File: config.mk
export PLATFORM = sky130hd
export DESIGN_NAME = div_rem_sequencer
export DESIGN_NICKNAME = d
export VERILOG_FILES = /design/src/rtl/div_rem_sequencer_pkg.sv /design/src/rtl/div_rem_datapath.sv /design/src/rtl/div_rem_sequencer.sv
export SDC_FILE = /design/constraint.sdc
export NUM_CORES = 1
export LEC_CHECK = 0
export ABC_AREA = 1
export BUFFER_PORTS_ARGS = -buffer_cell sky130_fd_sc_hd__buf_2
export CORE_ASPECT_RATIO = 1.1
export CORE_MARGIN = 2
export CORE_UTILIZATION = 48
export DETAILED_ROUTE_END_ITERATION = 6
export PLACE_DENSITY = 0.74
export RECOVER_POWER = 100
export SLEW_MARGIN = 20
export SYNTH_ARGS = -nofsm -noshare
export SYNTH_HDL_FRONTEND = slang
export SYNTH_HIERARCHICAL = 1
export SYNTH_SLANG_ARGS = --single-unit
File: constraint.sdc
create_clock -name clk -period 19.91 [get_ports clk]
set_clock_uncertainty 0.05 [all_clocks]
set_input_delay 1.991 -clock clk [delete_from_list [all_inputs] [get_ports clk]]
set_output_delay 1.991 -clock clk [all_outputs]
set_load 0.02 [all_outputs]
File: src/rtl/div_rem_sequencer_pkg.sv
// Shared constants for the M-extension divide/remainder path: ALU op codes
// and the sequencer state encoding.
package div_rem_sequencer_pkg;

  localparam logic [4:0] ALU_DIV_SLOW = 5'd20;
  localparam logic [4:0] ALU_REM_SLOW = 5'd21;
  localparam logic [4:0] ALU_DIV_FAST = 5'd22;
  localparam logic [4:0] ALU_REM_FAST = 5'd23;

  typedef enum logic [1:0] {
    S_IDLE  = 2'd0,
    S_CALC  = 2'd1,
    S_FIXUP = 2'd2,
    S_DONE  = 2'd3
  } state_t;

endpackage

File: src/rtl/div_rem_datapath.sv
// Restoring divider datapath: magnitude shift registers, trial subtractor,
// sign fixup with divide-by-zero/overflow overrides, and the one-entry cache.
module div_rem_datapath #(
  parameter int XLEN = 32
) (
  input  logic            clk,
  input  logic            rst_n,
  input  logic            load,
  input  logic            step,
  input  logic            cache_wr,
  input  logic [XLEN-1:0] in_a,
  input  logic [XLEN-1:0] in_b,
  input  logic            op_rem,
  output logic            kind_rem,
  output logic [XLEN-1:0] fix_q,
  output logic [XLEN-1:0] fix_r,
  output logic            cache_valid,
  output logic [XLEN-1:0] cache_a,
  output logic [XLEN-1:0] cache_b,
  output logic [XLEN-1:0] cache_q,
  output logic [XLEN-1:0] cache_r
);

  localparam logic signed [XLEN-1:0] MIN_NEG = {1'b1, {(XLEN-1){1'b0}}};

  logic signed [XLEN-1:0] a_q, b_q;
  logic [XLEN-1:0] mag_b, quo;
  logic [XLEN:0]   rem, rem_sh, diff;
  logic            sign_q, sign_r;

  function automatic logic [XLEN-1:0] abs_val(input logic signed [XLEN-1:0] v);
    return v[XLEN-1] ? -v : v;
  endfunction

  function automatic logic [XLEN-1:0] negate_if(input logic [XLEN-1:0] v, input logic neg);
    return neg ? -v : v;
  endfunction

  always_comb begin
    rem_sh = {rem[XLEN-1:0], quo[XLEN-1]};
    diff   = rem_sh - {1'b0, mag_b};
  end

  // Operand latch and one restoring step per CALC cycle
  always_ff @(posedge clk) begin
    if (load) begin
      a_q      <= in_a;
      b_q      <= in_b;
      mag_b    <= abs_val(in_b);
      quo      <= abs_val(in_a);
      rem      <= '0;
      sign_q   <= in_a[XLEN-1] ^ in_b[XLEN-1];
      sign_r   <= in_a[XLEN-1];
      kind_rem <= op_rem;
    end else if (step) begin
      if (!diff[XLEN]) begin
        rem <= diff;
        quo <= {quo[XLEN-2:0], 1'b1};
      end else begin
        rem <= rem_sh;
        quo <= {quo[XLEN-2:0], 1'b0};
      end
    end
  end

  always_comb begin
    fix_q = negate_if(quo, sign_q);
    fix_r = negate_if(rem[XLEN-1:0], sign_r);
    if (b_q == '0) begin
      fix_q = '1;
      fix_r = a_q;
    end else if (a_q == MIN_NEG && b_q == '1) begin
      fix_q = MIN_NEG;
      fix_r = '0;
    end
  end

  // Cache contents are meaningless until cache_valid, so only the flag resets
  always_ff @(posedge clk) begin
    if (cache_wr) begin
      cache_a <= a_q;
      cache_b <= b_q;
      cache_q <= fix_q;
      cache_r <= fix_r;
    end
  end

  always_ff @(posedge clk or negedge rst_n) begin
    if (!rst_n)        cache_valid <= 1'b0;
    else if (cache_wr) cache_valid <= 1'b1;
  end

endmodule

File: src/rtl/div_rem_sequencer.sv
// Divide/remainder sequencer: accepts DIV/REM ops from EXECUTE, stalls the
// pipeline through a 32-step divide, and serves FAST ops from the cache.
module div_rem_sequencer
  import div_rem_sequencer_pkg::*;
#(
  parameter int XLEN = 32,
  parameter int ITER = 32
) (
  input  logic            clk,
  input  logic            rst_n,
  input  logic            in_valid,
  input  logic [4:0]      in_alu_op,
  input  logic [XLEN-1:0] in_a,
  input  logic [XLEN-1:0] in_b,
  input  logic            in_flush,
  output logic            out_stall,
  output logic            out_valid,
  output logic [XLEN-1:0] out_result,
  output logic            out_busy
);

  localparam int CW = $clog2(ITER);

  state_t          state;
  logic [CW-1:0]   cnt;
  logic            is_div_op, is_fast, op_rem, accept, hit, start_slow;
  logic            load, step, cache_wr, kind_rem, cache_valid;
  logic [XLEN-1:0] fix_q, fix_r, cache_a, cache_b, cache_q, cache_r;

  always_comb begin
    is_div_op  = (in_alu_op == ALU_DIV_SLOW) || (in_alu_op == ALU_REM_SLOW) ||
                 (in_alu_op == ALU_DIV_FAST) || (in_alu_op == ALU_REM_FAST);
    is_fast    = (in_alu_op == ALU_DIV_FAST) || (in_alu_op == ALU_REM_FAST);
    op_rem     = (in_alu_op == ALU_REM_SLOW) || (in_alu_op == ALU_REM_FAST);
    // A flush in the same cycle squashes the op before it is accepted
    accept     = (state == S_IDLE) && in_valid && is_div_op && !in_flush;
    hit        = accept && is_fast && cache_valid && (in_a == cache_a) && (in_b == cache_b);
    start_slow = accept && !hit;
    load       = start_slow;
    step       = (state == S_CALC) && !in_flush;
    cache_wr   = (state == S_FIXUP) && !in_flush;
    out_stall  = start_slow || (state == S_CALC) || (state == S_FIXUP);
    out_busy   = (state != S_IDLE);
  end

  always_ff @(posedge clk or negedge rst_n) begin
    if (!rst_n) begin
      state      <= S_IDLE;
      cnt        <= '0;
      out_valid  <= 1'b0;
      out_result <= '0;
    end else begin
      out_valid <= 1'b0;
      case (state)
        S_IDLE: begin
          if (hit) begin
            out_valid  <= 1'b1;
            out_result <= op_rem ? cache_r : cache_q;
          end else if (start_slow) begin
            cnt   <= '0;
            state <= (in_b == '0) ? S_FIXUP : S_CALC;
          end
        end
        S_CALC: begin
          if (in_flush) begin
            state <= S_IDLE;
          end else begin
            cnt <= cnt + 1'b1;
            if (cnt == CW'(ITER - 1)) state <= S_FIXUP;
          end
        end
        S_FIXUP: begin
          if (in_flush) begin
            state <= S_IDLE;
          end else begin
            out_valid  <= 1'b1;
            out_result <= kind_rem ? fix_r : fix_q;
            state      <= S_DONE;
          end
        end
        S_DONE:  state <= S_IDLE;
        default: state <= S_IDLE;
      endcase
    end
  end

  div_rem_datapath #(.XLEN(XLEN)) u_datapath (
    .clk         (clk),
    .rst_n       (rst_n),
    .load        (load),
    .step        (step),
    .cache_wr    (cache_wr),
    .in_a        (in_a),
    .in_b        (in_b),
    .op_rem      (op_rem),
    .kind_rem    (kind_rem),
    .fix_q       (fix_q),
    .fix_r       (fix_r),
    .cache_valid (cache_valid),
    .cache_a     (cache_a),
    .cache_b     (cache_b),
    .cache_q     (cache_q),
    .cache_r     (cache_r)
  );

endmodule

== Yosys cells after proc, flatten, opt, wreduce, memory -nomap -nowiden ==
Index checks and enable logic that the tools add are counted.
Cells by class
  $add $sub $neg: 6
  equality and inequality tests: 18
  multiplexer cells: 31
  bitwise logic cells: 1
  reduce and logical (&&, ||, !) cells: 30
Operator list (number)
  2-to-1 mux 32 bit: 14
  negation 32 bit: 4
  == test 32 bit: 2
  == test 32 bit, second input constant: 2
  logical NOT 32 bit: 2
  one-hot mux 32 bit (2 select lines): 1
  subtractor 33 x 32 -> 33 bit: 1
  2-to-1 mux 31 bit: 1
  == test 5 bit, second input constant: 5
  2-to-1 mux 5 bit: 3
  2-to-1 mux 2 bit: 6
  logical AND 1 bit: 11
  inequality test 2 bit, second input constant: 5
  one-hot mux 5 bit (2 select lines): 1
  one-hot mux 2 bit (4 select lines): 1
  nonzero test 2 bit: 4
  logical OR 1 bit: 7
  AND reduction 3 bit: 2
  adder 5 x 1 -> 5 bit, second input constant: 1
  == test 2 bit, second input constant: 2
  AND reduction 4 bit: 1
  2-to-1 mux 1 bit: 3
  inequality test 3 x 2 -> 1 bit, second input constant: 1
  == test 2 x 1 -> 1 bit, second input constant: 1
  4 further kinds: 5
Storage, ports and cells
  register bits: 332
  bits of input ports: 73
  logic and storage cells: 104

== Depth between registers and ports, before layout ==
  word-level depth: 15
  depth in mapped cells: 18
  depth with buffers taken out: 17

== By module ==
Netlist, hierarchy kept.
By module, submodules not included
  div_rem_datapath: times used 1, cells an instance 2030, area each 16600.9 sq um, seq. area each 8383.0 sq um
  div_rem_sequencer: times used 1, cells an instance 676, area each 3983.8 sq um, seq. area each 1001.0 sq um

== Least setup slack after synthesis ==
No wires, ideal clock.
  kind: input to register
  from: input in_flush
  to: register out_result[0]
  data arrival time: 9052 ps
  data required time: 19794 ps
  setup slack: 10743 ps
  cell stages on the path: 6
  buffers on the path: 1
  cells stage by stage: nor2_1 inv_1 nand2_4 buf_6 nand2_1 nand2_1
Between the ends
  word-level cells in the longest chain between the ends: 8
Ends and longest elaborated chain
  start: declaration: RTL line div_rem_sequencer.sv:15  | input logic in_flush,
  logical NOT 1 bit: RTL line div_rem_sequencer.sv:36  | accept = (state == S_IDLE) && in_valid && is_div_op && !in_flush;
  logical AND 1 bit: RTL line div_rem_sequencer.sv:36
  logical AND 1 bit (4 in a row): RTL line div_rem_sequencer.sv:37  | hit = accept && is_fast && cache_valid && (in_a == cache_a) && (in_b == cache_b);
  inequality test 2 bit (no source line)
  AND reduction 3 bit (no source line) (*)
  end signal: assignment: RTL line div_rem_sequencer.sv:58  | out_result <= op_rem ? cache_r : cache_q;
  end signal: assignment: RTL line div_rem_sequencer.sv:77  | out_result <= kind_rem ? fix_r : fix_q;
  end: declaration: RTL line div_rem_sequencer.sv:18  | output logic [XLEN-1:0] out_result,
Mark *: on every way between the ends. The rest lies on a longest branch, timed or not.
A chain may end at the register's enable or synchronous reset.

== Final worst setup path ==
  from: input in_a[31]
  to: register u_datapath.b_q[22] (enable)
Between the ends
  word-level cells in the longest chain between the ends: 5
Ends and longest elaborated chain
  start: declaration: RTL line div_rem_sequencer.sv:13  | input logic [XLEN-1:0] in_a,
  == test 32 bit: RTL line div_rem_sequencer.sv:37
  logical AND 1 bit (2 in a row): RTL line div_rem_sequencer.sv:37
  logical NOT 1 bit: RTL line div_rem_sequencer.sv:38  | start_slow = accept && !hit;
  logical AND 1 bit: RTL line div_rem_sequencer.sv:38
  via load: RTL line div_rem_sequencer.sv:27  | logic load, step, cache_wr, kind_rem, cache_valid;
  end signal: assignment: RTL line div_rem_datapath.sv:48  | b_q <= in_b;
  end: declaration: RTL line div_rem_datapath.sv:26  | logic signed [XLEN-1:0] a_q, b_q;
The timed path passes the listed nets, and every way through them passes these cells.

==> results_dict.tcl <==
set metrics [dict create \
    num_rows 79 \
    synth_compound_area_frac 0.0647 \
    setup_viol 0 \
    first_pass_iters 6 \
    die-width_um 201 \
    cts-resized-gates 0 \
    synth.area.mux_share 0.0156 \
    slew-limit-headroom -1.83 \
    io_buffers 107 \
    cts_max_level 2 \
    gr-usage-all-layers 0.260 \
    ir_drop_v 0.0000802 \
    synth_most_common_cell "nand2_1" \
    yosysSeqAreaShare 0.456 \
    wl_um 58800 \
    synth_area_um2 20600 \
    ys_warn_count 6 \
    p_int_mw 1.43 \
    die_h_um 221 \
    drc 0 \
    globalplace.congestion 0.950 \
    fin_nets 2907 \
    start_kind "input port" \
    postCtsSetupBuffers 0 \
    crit_required_ns 19.90 \
    crit_arrival_ns 9.88 \
    final_layout_size_suffix_gt1_frac 0.0432 \
    overflow 0 \
    synth_seq_cells 330 \
    cpMostUsedCell "clkbuf_1" \
    path_buf_inv 4 \
    viasPerCell 5.40 \
    async_flop_share 0.124 \
    status "complete, but fails checks" \
    tightest_slew_ns 4.24 \
    synth.distinct_cells 47 \
    design.core.area_um2 42300 \
    synthAdderAreaFrac 0.0241 \
    p_clk_frac 0.303 \
    synthXorXnorAreaFrac 0.0494 \
    synth_edf_count 257 \
    grt.met2_usage 0.405 \
    synth_top_family_by_area "simple AND/OR/NAND/NOR gates" \
    clock-sinks 330 \
    num_vias 18300 \
    use_met3 0.0358 \
    power_switching_mw 0.777 \
    synthTopCellsByCount "nand2_1 (813), inv_1 (417), nor2_1 (280), edfxtp_1 (257), nand3_1 (193)" \
    fmax_ghz 0.101 \
    tritoncts "done" \
    cp-end-kind "register" \
    swShare 0.352 \
    grt_max_degree 83 \
    cts_hold_buf 0 \
    power.leakage_nw 10.5 \
    finalCriticalPeriod_ns 9.89 \
    clockBufferDepth 3 \
    synth_top_area_share 0.375 \
    crit_family "buffers and inverters" \
    synth-simple-area-share 0.296 \
    utilization 0.534 \
    drv_cap 7 \
    cts_root_buf "clkbuf_16" \
    ys.flop_type "edfxtp_1" \
    whs_ns 0.400 \
    max_stage_delay_ns 3.07 \
    min_path_type "reg2reg" \
    finalHoldViolCount 0 \
    power.density_nw_per_um2 97.6 \
    slowest_stage "clkbuf_1" \
    critical_path_class "in2reg" \
    die_area_um2 44600 \
    cts_buffers 37 \
    combPwrFrac 0.290 \
    rsz0062_at_grt "no" \
    finalCritPeriodShare 0.496 \
    postRouteAntennaNets 0 \
    initial_core_util 0.487 \
    p_seq_frac 0.407 \
    syn_to_final_growth_pct 9.77 \
    path_cells "clkbuf_1 > nand2_1 > nand3_1 > nor2_1 > nand3_1 > nor2_1 > nand3_2 > clkbuf_1 > nand2_1 > clkinvlp_2 > clkbuf_1" \
    syn_inst 2706 \
    grtUsageMet1 0.373 \
    dp.final_hpwl_um 44900 \
    syn_nets 2818 \
    path_clk_slew_ns 0.05 \
    insertedDiodeCount 0 \
    post_drt_wl_per_cell_um 17.3 \
    antenna_found_initial 0 \
    yosys.area.top_type "edfxtp_1" \
    worstPathMaxFanout 82 \
    yosys-top-cells-area "edfxtp_1 (37%), nand2_1 (15%), inv_1 (7.6%)" \
    violations "capacitance limit, slew limit" \
    nFillCells 4109 \
    grt_pass1_wl_um 91500 \
    drv_slew 376 \
    grt_pass1_vias 17100 \
    busiest_layer "met2" \
    drt_iter0_drc 1731 \
    place_ws_ns 13.82 \
    layout_setup_ws_ns 10.02 \
    clk_latency_ns 0.56 \
    synth.avg_cell_area_um2 7.61 \
    fin_tns_setup_ns 0 \
    io_pins 108 \
]
==> placed cells by master (no fill, tap or decap), drive strengths merged, types with 3 or more instances in the layout <==
master and n:
a21oi 40, and2 6, buf 10, clkbuf 159, clkinv 16, dfrtp 41, dfxtp 32, edfxtp 257
ha 38, inv 429, mux2i 32, nand2 839, nand3 196, nand3b 7, nand4 47, nor2 290
nor3 39, nor3b 3, nor4 7, o211ai 5, o21ai 147, o21bai 3, o22ai 43, o31ai 4
or2 6, xnor2 40, xor2 76
==> per-stage QoR <==
stage | cell area [um2] | power [mW] | std cells
after floorplan | 20600 | 1.33 | 2706
after global placement | 21600 | 1.53 | 3323
after detailed placement | 21600 | 1.55 | 3323
after CTS | 22800 | 2.22 | 3389
after global routing | 22600 | 2.31 | 3389
final | 22600 | 2.21 | 3389
==> worst paths after layout <==
path / startpoint / to / slack [ns] / cells after the start
max reg2reg: state[1]$_DFFE_PN0P_ / u_datapath/b_q[22]$_DFFE_PP_ / 11.90 / 10
min reg2reg: u_datapath/b_q[25]$_DFFE_PP_ / u_datapath/cache_b[25]$_DFFE_PP_ / 0.40 / 0
max: in_a[31] / u_datapath/b_q[22]$_DFFE_PP_ / 10.02 / 11
min: u_datapath/b_q[25]$_DFFE_PP_ / u_datapath/cache_b[25]$_DFFE_PP_ / 0.40 / 0
min in group asynchronous: rst_n / cnt[3]$_DFFE_PN0P_ / 2.00 / 1
max in group asynchronous: rst_n / out_result[29]$_DFFE_PN0P_ / 16.60 / 1
==> per-layer routing <==
| metal | share of wire | vias up |
|---|---|---|
| li1 | - | 8867 |
| met1 | 0.43 | 8552 |
| met2 | 0.45 | 770 |
| met3 | 0.089 | 111 |
| met4 | 0.033 | 0 |
| met5 | 0 | - |
==> power by group through the flow <==
stage	Combinational, mW	Clock, mW	Sequential (mW)
after floorplan	0.395	0	0.939
after CTS	0.646	0.680	0.893
after global routing	0.706	0.701	0.906
after global placement	0.628	0	0.904
final	0.640	0.667	0.897
after detailed placement	0.643	0	0.907
==> sequential cells by signal (all words and copies together), names as in the netlist, 2 cells and up <==
name                flops
u_datapath/cache_b     32
u_datapath/b_q         32
out_result             32
u_datapath/cache_r     32
u_datapath/cache_a     32
u_datapath/cache_q     32
state                   2
u_datapath/quo         32
cnt                     5
u_datapath/a_q         32
u_datapath/rem         32
u_datapath/mag_b       31
==> final cells by class <==
class / count / area (um2) / area share
timing repair buffer: 119 / 467 / 0.0207
inverter: 432 / 1620 / 0.0718
sequential: 330 / 9380 / 0.415
multi-input combinational: 1875 / 9240 / 0.409
clock inverter: 16 / 130 / 0.00576
tap: 567 / 709 / 0.0314
clock buffer: 50 / 1040 / 0.0461
==> logic make-up (layout without fill, tap and decap cells) <==
group / Yosys count / in the layout
buffers and inverters: 501 / 617
xor gates and xnor gates: 116 / 116
DFF: 330 / 330
AOI/OAI and AO/OA: 246 / 246
adders and majority gates: 39 / 39
muxes: 32 / 32
and+or+nand+nor: 1442 / 1442
Power figures use the tool's default switching activity.
